`src/rtl/d_bus_xbar.sv`:
```
// d_bus_xbar: single-master, N-slave data-bus decoder with registered slave
// requests, per-access timeout, error responses and error capture.
module d_bus_xbar #(
    parameter int unsigned               XLEN     = 32,
    parameter int unsigned               ADDR_LEN = 16,
    parameter int unsigned               N_SLV    = 4,
    parameter logic [N_SLV*ADDR_LEN-1:0] SLV_BASE = '0,
    parameter logic [N_SLV*ADDR_LEN-1:0] SLV_MASK = '1,
    parameter int unsigned               TIMEOUT  = 255
) (
    input  logic                  clk,
    input  logic                  rstb,
    input  logic [ADDR_LEN-1:0]   addr,
    input  logic                  rd_req,
    input  logic                  wr_req,
    input  logic [XLEN/8-1:0]     be,
    input  logic [XLEN-1:0]       wr_data,
    output logic                  rd_ready,
    output logic                  wr_ready,
    output logic [XLEN-1:0]       rd_data,
    output logic                  err,
    output logic [ADDR_LEN-1:0]   s_addr,
    output logic [N_SLV-1:0]      s_rd_req,
    output logic [N_SLV-1:0]      s_wr_req,
    output logic [XLEN/8-1:0]     s_be,
    output logic [XLEN-1:0]       s_wr_data,
    input  logic [N_SLV*XLEN-1:0] s_rd_data,
    input  logic [N_SLV-1:0]      s_rd_ready,
    input  logic [N_SLV-1:0]      s_wr_ready,
    output logic [ADDR_LEN-1:0]   err_addr,
    output logic [7:0]            err_cnt
);

    localparam int unsigned BE_W     = XLEN / 8;
    localparam int unsigned OFS_BITS = $clog2(BE_W);
    localparam int unsigned SEL_W    = (N_SLV > 1) ? $clog2(N_SLV) : 1;
    localparam int unsigned TMR_W    = 16;
    localparam logic [ADDR_LEN-1:0] ALIGN_MASK = ~ADDR_LEN'((1 << OFS_BITS) - 1);

    typedef enum logic [1:0] {IDLE, ACCESS, DONE, ERR} state_t;

    state_t               state_q, state_d;
    logic [SEL_W-1:0]     sel_q, sel_d;
    logic                 is_wr_q, is_wr_d;
    logic [ADDR_LEN-1:0]  addr_q, addr_d;
    logic [TMR_W-1:0]     timer_q, timer_d;
    logic [ADDR_LEN-1:0]  s_addr_d;
    logic [BE_W-1:0]      s_be_d;
    logic [XLEN-1:0]      s_wr_data_d;
    logic [N_SLV-1:0]     s_rd_req_d, s_wr_req_d;
    logic                 rd_ready_d, wr_ready_d, err_d;
    logic [XLEN-1:0]      rd_data_d;
    logic [ADDR_LEN-1:0]  err_addr_d;
    logic [7:0]           err_cnt_d;

    logic                 hit;
    logic [SEL_W-1:0]     hit_sel;
    logic [ADDR_LEN-1:0]  hit_ofs;
    logic [N_SLV-1:0]     hit_vec, sel_vec;
    logic                 sel_done, timed_out;
    logic [XLEN-1:0]      sel_rdata;
    logic [7:0]           err_cnt_inc;

    // Address decode: the lowest-numbered matching slot wins
    always_comb begin
        hit     = 1'b0;
        hit_sel = '0;
        hit_ofs = '0;
        for (int unsigned k = 0; k < N_SLV; k++) begin
            if (!hit && ((addr & SLV_MASK[k*ADDR_LEN +: ADDR_LEN]) ==
                         SLV_BASE[k*ADDR_LEN +: ADDR_LEN])) begin
                hit     = 1'b1;
                hit_sel = SEL_W'(k);
                hit_ofs = addr & ~SLV_MASK[k*ADDR_LEN +: ADDR_LEN] & ALIGN_MASK;
            end
        end
    end

    assign hit_vec     = N_SLV'(1) << hit_sel;
    assign sel_vec     = N_SLV'(1) << sel_q;
    assign sel_rdata   = s_rd_data[sel_q*XLEN +: XLEN];
    assign sel_done    = is_wr_q ? s_wr_ready[sel_q] : s_rd_ready[sel_q];
    assign timed_out   = (TIMEOUT != 0) && (timer_q == TMR_W'(TIMEOUT - 1));
    assign err_cnt_inc = (err_cnt == 8'hFF) ? err_cnt : err_cnt + 8'd1;

    // Next-state and next-output logic; every output is registered
    always_comb begin
        state_d     = state_q;
        sel_d       = sel_q;
        is_wr_d     = is_wr_q;
        addr_d      = addr_q;
        timer_d     = timer_q;
        s_addr_d    = s_addr;
        s_be_d      = s_be;
        s_wr_data_d = s_wr_data;
        s_rd_req_d  = '0;
        s_wr_req_d  = '0;
        rd_ready_d  = 1'b0;
        wr_ready_d  = 1'b0;
        err_d       = 1'b0;
        rd_data_d   = '0;
        err_addr_d  = err_addr;
        err_cnt_d   = err_cnt;
        case (state_q)
            IDLE: begin
                if (rd_req || wr_req) begin
                    is_wr_d     = wr_req;
                    addr_d      = addr;
                    sel_d       = hit_sel;
                    s_addr_d    = hit_ofs;
                    s_be_d      = be;
                    s_wr_data_d = wr_data;
                    timer_d     = '0;
                    if (hit) begin
                        state_d = ACCESS;
                        if (wr_req) s_wr_req_d = hit_vec;
                        else        s_rd_req_d = hit_vec;
                    end else begin
                        state_d    = ERR;
                        rd_ready_d = !wr_req;
                        wr_ready_d = wr_req;
                        err_d      = 1'b1;
                        err_addr_d = addr;
                        err_cnt_d  = err_cnt_inc;
                    end
                end
            end
            ACCESS: begin
                timer_d = timer_q + TMR_W'(1);
                // A ready on the final timeout cycle still completes normally
                if (sel_done) begin
                    state_d    = DONE;
                    rd_ready_d = !is_wr_q;
                    wr_ready_d = is_wr_q;
                    if (!is_wr_q) rd_data_d = sel_rdata;
                end else if (timed_out) begin
                    state_d    = ERR;
                    rd_ready_d = !is_wr_q;
                    wr_ready_d = is_wr_q;
                    err_d      = 1'b1;
                    err_addr_d = addr_q;
                    err_cnt_d  = err_cnt_inc;
                end else begin
                    if (is_wr_q) s_wr_req_d = sel_vec;
                    else         s_rd_req_d = sel_vec;
                end
            end
            DONE:    state_d = IDLE;
            ERR:     state_d = IDLE;
            default: state_d = IDLE;
        endcase
    end

    // State and output registers
    always_ff @(posedge clk or negedge rstb) begin
        if (!rstb) begin
            state_q   <= IDLE;
            sel_q     <= '0;
            is_wr_q   <= 1'b0;
            addr_q    <= '0;
            timer_q   <= '0;
            s_addr    <= '0;
            s_be      <= '0;
            s_wr_data <= '0;
            s_rd_req  <= '0;
            s_wr_req  <= '0;
            rd_ready  <= 1'b0;
            wr_ready  <= 1'b0;
            err       <= 1'b0;
            rd_data   <= '0;
            err_addr  <= '0;
            err_cnt   <= '0;
        end else begin
            state_q   <= state_d;
            sel_q     <= sel_d;
            is_wr_q   <= is_wr_d;
            addr_q    <= addr_d;
            timer_q   <= timer_d;
            s_addr    <= s_addr_d;
            s_be      <= s_be_d;
            s_wr_data <= s_wr_data_d;
            s_rd_req  <= s_rd_req_d;
            s_wr_req  <= s_wr_req_d;
            rd_ready  <= rd_ready_d;
            wr_ready  <= wr_ready_d;
            err       <= err_d;
            rd_data   <= rd_data_d;
            err_addr  <= err_addr_d;
            err_cnt   <= err_cnt_d;
        end
    end

endmodule

```
`config.mk`:
```
export PLATFORM = sky130hd
export DESIGN_NAME = d_bus_xbar
export DESIGN_NICKNAME = d
export VERILOG_FILES = /design/src/rtl/d_bus_xbar.sv
export SDC_FILE = /design/constraint.sdc
export NUM_CORES = 1
export LEC_CHECK = 0
export ABC_AREA = 1
export BUFFER_PORTS_ARGS = -buffer_cell sky130_fd_sc_hd__buf_2
export CAP_MARGIN = 40
export CORE_AREA = 2 2 120 122
export DETAILED_ROUTE_END_ITERATION = 10
export DIE_AREA = 0 0 122 124
export GPL_ROUTABILITY_DRIVEN = 1
export PLACE_DENSITY = 0.87
export SETUP_SLACK_MARGIN = 0.15
export SLEW_MARGIN = 40
export SYNTH_ARGS = -nofsm -noshare
export SYNTH_HDL_FRONTEND = slang
export SYNTH_SLANG_ARGS = --single-unit
```
`constraint.sdc`:
```
create_clock -name clk -period 1.8 [get_ports clk]
set_clock_uncertainty 0.1 [all_clocks]
set_input_delay 0.36 -clock clk [delete_from_list [all_inputs] [get_ports clk]]
set_output_delay 0.36 -clock clk [all_outputs]
set_load 0.01 [all_outputs]
```
==> impl_metrics.toml, run 1 <==
[run]
drv_cap = 0

[place]
dp_cells = 1057
dp_hpwl_mm = 10.90
gp_congestion = 0.8682
portBuffers = 186

[setup_path]
crit_arrival_ps = 1890
reg2reg_slack_ps = 160
cp_slowest_cell = "dfrtp_1"
start_kind = "register"
crit_required_ps = 2050
cpMostUsedCell = "nand2_1"
r2r_cells = 8
cp-end-kind = "register"
r2r_end = "timer_q[12]$_DFFE_PN0P_"
path_max_fanout = 3
path_class = "register to register"
critPathMaxStageDelay_ps = 370
reg2reg_from = "timer_q[0]$_DFFE_PN0P_"
worstPathCellList = "buf_4 -> ha_1 -> nand3_2 -> nor2_2 -> nand2_1 -> o21ai_0 -> nand3_1 -> nand2_1"

[clock_network]
cts_buffers = 17
clk_pin_slew_ps = 60
htree_levels = 4
cts_buffer_depth = 2
clock_sinks = 132
cts_root_buffer = "clkbuf_16"
worstSkewPairLatency_ps = 420
cts_tree = "done"

[grt]
antenna_found_initial = 2
grtUsageTotal_pct = 21.59
grt_max_degree = 51
overflow = 0
grt_pass1_vias = 5115
grt_pass1_wl_mm = 24.68

[route]
firstDrtPassIters = 5
drt_iter0_markers = 376
routed_wl_mm = 16.37
drc = 0
wl_per_cell_um = 14.80
vias = 5435
detail-route-antenna-nets = 0
via_per_inst = 4.914

[hold_path]
hold_end = "s_be[0]$_DFFE_PN0P_"
hold_depth = 3
min_path_type = "primary input to register"
hp-start = "be[0]"

[floorplanning]
chipWidth_um = 122
io_pins = 311
row_count = 43
initial_core_util_pct = 42.28
core-area_um2 = 13720
die_h_um = 124
dieArea_um2 = 15130

[power]
switching_share_pct = 37.11
clock_power_share_pct = 27.4
p_leak_nw = 4.303
p_total_mw = 12.41
p_seq_share_pct = 35.7
comb_power_share_pct = 37.0
intPower_mw = 7.802
p_switching_mw = 4.604
peakVddDrop_mv = 0.7792
power_density_nw_per_um2 = 1572

[sta]
setup_viol_count_final = 0
holdWs_ps = 35.52
tns_ps = 0
hold_viol = 0
fmax_mhz = 609.1
drv_slew = 0
period_share_pct = 91.21
fin_crit_ps = 1642
rsz0062_at_grt = "true"

[synthesis]
ys_seq_area_share_pct = 56.95
yosys.area_share.adder_pct = 0.6471
synthCells = 699
synth_top_family_by_area = "simple AND/OR/NAND/NOR gates"
synth_flop_cell = "dfrtp_1"
syn_avg_cell_area_um2 = 8.298
synth_most_common_cell = "nand2_1"
syn_area_um2 = 5801
synth_cell_types = 34
synth_compound_area_share_pct = 5.781
async_flop_share_pct = 100.0
synth.top_cell.area_share_pct = 56.95
synth_edf_count = 0
synth_top_area_cell = "dfrtp_1"
synthSimpleGateAreaFrac_pct = 28.11
yosysWarnings = 0
synthTopCellsByArea = "dfrtp_1, nand2_1, nand3_1, nor2_1, o21ai_0"
ys_seq_elements = 132
synth_xor_area_share_pct = 0.9060
synthMuxAreaShare_pct = 0
synthTopCellsByCount = "nand2_1, dfrtp_1, nor2_1, nand3_1, o21ai_0"

[final_layout]
final_core_util_pct = 57.53
fin_nets = 1106
n_fill_cell = 1144
final_cells = 1106
layout-drive-gt1-share_pct = 31.49
area_growth_syn_to_layout_pct = 36.07

[outcome]
run_status = "complete, no violations"
-- cell usage in the layout, fill, tap and decap left out, types with 3 or more instances in the layout --
cell       count
nor2_4         4
buf_6          4
nor2_1        56
conb_1        22
dfrtp_1      131
buf_2        185
o21ai_1        3
nand3_2       11
inv_1         37
inv_2          8
buf_4         20
nor2_2         5
clkinv_2       3
buf_12         7
a21oi_1        4
nand2_1      275
clkbuf_16     18
o21ai_0       44
xor2_1         6
clkbuf_8       3
o22ai_1        4
nand3_1       34
clkbuf_1       4
nand2_2        6
-- how the worst max path moves through the flow --
stage | end | from | slack [ps]
5_1_grt | timer_q[12]$_DFFE_PN0P_ | timer_q[0]$_DFFE_PN0P_ | 20
2_1_floorplan | err_cnt[5]$_DFFE_PN0P_ | err_cnt[0]$_DFFE_PN0P_ | 270
4_1_cts | err_cnt[1]$_DFFE_PN0P_ | timer_q[0]$_DFFE_PN0P_ | 150
6_report | timer_q[12]$_DFFE_PN0P_ | timer_q[0]$_DFFE_PN0P_ | 160
3_3_place_gp | err_cnt[0]$_DFFE_PN0P_ | addr[6] | 90
3_5_place_dp | err_cnt[4]$_DFFE_PN0P_ | addr[10] | 50
-- power groups by stage --
stage          registers [mW]  clock network (mW)  logic [mW]
2_1_floorplan            4.73                   0        2.13
3_3_place_gp             4.40                   0        4.06
3_5_place_dp             4.44                   0        4.18
4_1_cts                  4.40                3.45        4.36
5_1_grt                  4.53                3.59        5.16
6_report                 4.42                3.40        4.59
-- layer usage --
layer	vias up	track usage [%]	routed length (um)
met4	0	8.261	394
met5	-	0	0
met1	2541	27.49	6926
met2	277	33.48	7588
li1	2575	-	-
met3	42	8.242	1458
-- through the flow --
step | instance area (um2) | setup WS (ps)
after global routing | 7893 | 18.88
after CTS | 7640 | 154.1
after floorplan | 5879 | 269.5
final | 7893 | 158.2
after global placement | 6969 | 85.24
after detailed placement | 6969 | 51.89
-- registers in the layout, indices dropped and copies added, names as in the netlist --
name       flops
rd_ready       1
err_addr      16
state_q        2
s_wr_data     32
addr_q        16
err_cnt        8
timer_q       16
rd_data       32
s_wr_req       1
err            1
s_rd_req       1
is_wr_q        1
s_be           4
wr_ready       1
-- layout make-up --
| type | count | area [um2] | share of cell area [%] |
|---|---|---|---|
| clock inverters | 8 | 100.1 | 1.268 |
| multi-input cells | 496 | 2307 | 29.23 |
| diodes | 2 | 5.005 | 0.06341 |
| clock buffers | 24 | 481.7 | 6.103 |
| flip-flops and latches | 132 | 3304 | 41.87 |
| well taps | 180 | 225.2 | 2.854 |
| repair buffers | 218 | 1296 | 16.42 |
| inverters | 46 | 172.7 | 2.188 |
-- cell families (layout without fill, tap and decap cells) --
group,after synthesis,after routing
buffers and inverters,92,296
AO/OA/AOI/OAI,62,62
adder cells (fa/ha/maj),3,3
other,1,24
XOR/XNOR,6,6
flip-flops,132,132
AND/OR/NAND/NOR,403,403
-- timing repair --
action	in CTS	in global routing
setup endpoints to repair	24	57
resized for setup	9	37
cloned	0	1
hold endpoints to repair	132	0
hold buffers	1	0
pin swaps	2	18
setup buffers	6	7
-- worst max-delay path: cells and delay by family (launching register included) --
kind	cells	cell delay, ps
AO/OA/AOI/OAI	1	210
adder cells (fa/ha/maj)	1	200
buffers and inverters	1	120
flip-flops	1	370
AND/OR/NAND/NOR	5	560
Note: power is estimated with default switching activity, not from simulation.
==> run 2, diff against run 1 <==
Settings changed: CORE_AREA 2 2 120 122 to unset, CORE_MARGIN set to 1.5, CORE_UTILIZATION set to 41, DIE_AREA 0 0 122 124 to unset, PLACE_DENSITY 0.87 to 0.88.
Clock period 1.8 ns to 1.5 ns, I/O delays scaled along.
==> impl_metrics.toml, run 2 (synthesized netlist as in run 1, its figures left out) <==
[setup_path]
cp-end-kind = "register"
crit_arrival_ps = 1830
r2r_cells = 11
crit_required_ps = 1690
cpMostUsedCell = "nand2_1"
cp_num_cells = 11
reg2reg_slack_ps = -140
r2r_end = "err_cnt[3]$_DFFE_PN0P_"
cp_slowest_cell = "dfrtp_1"
critPathMaxStageDelay_ps = 400
worstPathCellList = "ha_2 -> nand2_2 -> nor2_2 -> nand2_1 -> nand2_1 -> inv_1 -> nand2_2 -> inv_4 -> nand2_8 -> nand2_1 -> nand2_1"
start_kind = "register"
reg2reg_from = "err_cnt[1]$_DFFE_PN0P_"
path_class = "register to register"
worst-path-buf-inv = 2
critical-path-top-delay-family = "simple AND/OR/NAND/NOR gates"
path_max_fanout = 8

[place]
post_dp_cell_area_um2 = 7358
gp_congestion = 0.8782
portBuffers = 186
dp_cells = 1096
dp_hpwl_mm = 10.95

[floorplanning]
chipWidth_um = 121.9
io_pins = 311
initial_core_util_pct = 41.95
core-area_um2 = 13830
die_h_um = 121.9
row_count = 43
dieArea_um2 = 14870

[clock_network]
htree_levels = 4
cts_tree = "done"
cts_root_buffer = "clkbuf_16"
clock_sinks = 132
cts_buffers = 17
cts_buffer_depth = 2
clk_pin_slew_ps = 60
worstSkewPairLatency_ps = 420

[route]
via_per_inst = 5.151
detail-route-antenna-nets = 0
drt_iter0_markers = 408
routed_wl_mm = 23.29
firstDrtPassIters = 4
vias = 6624
wl_per_cell_um = 18.11
drc = 0

[sta]
rsz0062_at_grt = "true"
setup_ws_ps = -140.5
drv_slew = 0
setup_viol_count_final = 63
period_share_pct = 109.4
fmax_mhz = 609.6
fin_crit_ps = 1641
hold_viol = 0

[final_layout]
fin_area_um2 = 10390
fin_nets = 1289
layout_commonest_cell = "nand2_1"
biggestRegsByFlops = "rd_data (32), s_wr_data (32)"
layout_common_cells = "nand2_1, buf_2, dfrtp_1, buf_4, nand2_2"
n_fill_cell = 799
n_antenna_cell = 0
final_cells = 1286
area_growth_syn_to_layout_pct = 79.03
layout-drive-gt1-share_pct = 48.55

[grt]
overflow = 0
grtUsageTotal_pct = 26.96
grt_max_degree = 38
grt_pass1_wl_mm = 30.62
antenna_found_initial = 0
grt_pass1_vias = 6278

[power]
p_leak_nw = 5.462
p_total_mw = 19.49
peakVddDrop_mv = 1.214
power_density_nw_per_um2 = 1876

[outcome]
run_status = "complete, but fails checks"
violations = "setup timing"

[hold_path]
hold_depth = 3
min_path_type = "primary input to register"
hold_end = "rd_data[17]$_DFF_PN0_"
hp-start = "s_rd_data[17]"

[run]
drv_cap = 0
==> run 2: cell types whose count changed in the layout (fill, tap and decap cells not counted), sizes merged <==
cell / before / now
clkbuf: 25 / 24
buf: 216 / 324
clkinvlp: 1 / 3
clkinv: 6 / 9
inv: 45 / 52
diode: 2 / 0
dlygate4sd3: 1 / 64
==> run 2: stage by stage <==
step | utilization [%] | setup WS (ps) | hold slack [ps] | setup TNS [ps]
floorplan | - | 23.25 | -95.59 | 0
global placement | 53.22 | -85.79 | 109.9 | -2223
detailed placement | 53.22 | -135.7 | 113.3 | -5195
CTS | 67.50 | -8.927 | 0.07444 | -18.83
global route | 75.11 | -215.2 | 10.88 | -7545
finish | 75.11 | -140.5 | 22.24 | -3067
==> run 2: power breakdown <==
part           internal (mW)  switching [mW]  leakage, nW
logic                   4.67            5.34         3.48
clock network           2.44            1.56        0.273
registers               4.71           0.770         1.71
==> run 2: worst register-to-register path, cell delays in order, from the launching register on <==
cell and delay, ps:
dfrtp_1 400, ha_2 200, nand2_2 80, nor2_2 50
nand2_1 70, nand2_1 50, inv_1 70, nand2_2 110
inv_4 150, nand2_8 90, nand2_1 70, nand2_1 80
==> run 2: cell type report <==
type	count	area (um2)	share of cell area, %
flip-flops and latches	132	3308	31.86
clock inverters	12	133.9	1.289
repair buffers	393	3147	30.30
clock buffers	19	432.9	4.169
inverters	46	195.2	1.880
repair inverters	8	113.9	1.096
well taps	180	225.2	2.169
multi-input cells	496	2829	27.24
==> run 2: worst max-delay path by stage <==
| stage | start | slack, ps | endpoint |
|---|---|---|---|
| finish | err_cnt[1]$_DFFE_PN0P_ | -140 | err_cnt[3]$_DFFE_PN0P_ |
| global route | err_cnt[1]$_DFFE_PN0P_ | -220 | err_cnt[3]$_DFFE_PN0P_ |
| CTS | err_cnt[0]$_DFFE_PN0P_ | -9 | err_cnt[0] |
| detailed placement | addr[6] | -140 | err_addr[8]$_DFFE_PN0P_ |
| global placement | addr[6] | -90 | err_addr[8]$_DFFE_PN0P_ |
| floorplan | timer_q[0]$_DFFE_PN0P_ | 20 | err_addr[10]$_DFFE_PN0P_ |
==> run 2: layer usage <==
layer  GRT usage, %  vias up  share of wire [%]
li1               -     2938                  -
met1          32.10     3179                 37
met2          45.08      424                 51
met3          5.899       83                8.2
met4          15.44        0                4.2
met5              0        -                  0
==> run 2: what timing repair did <==
action / in CTS / in global routing
pin swaps: 36 / 36
buffers inserted: 38 / 42
endpoints found under the hold margin: 190 / 0
gates cloned: 7 / 8
setup endpoints to repair: 153 / 188
hold buffers: 64 / 0
resized for setup: 114 / 166
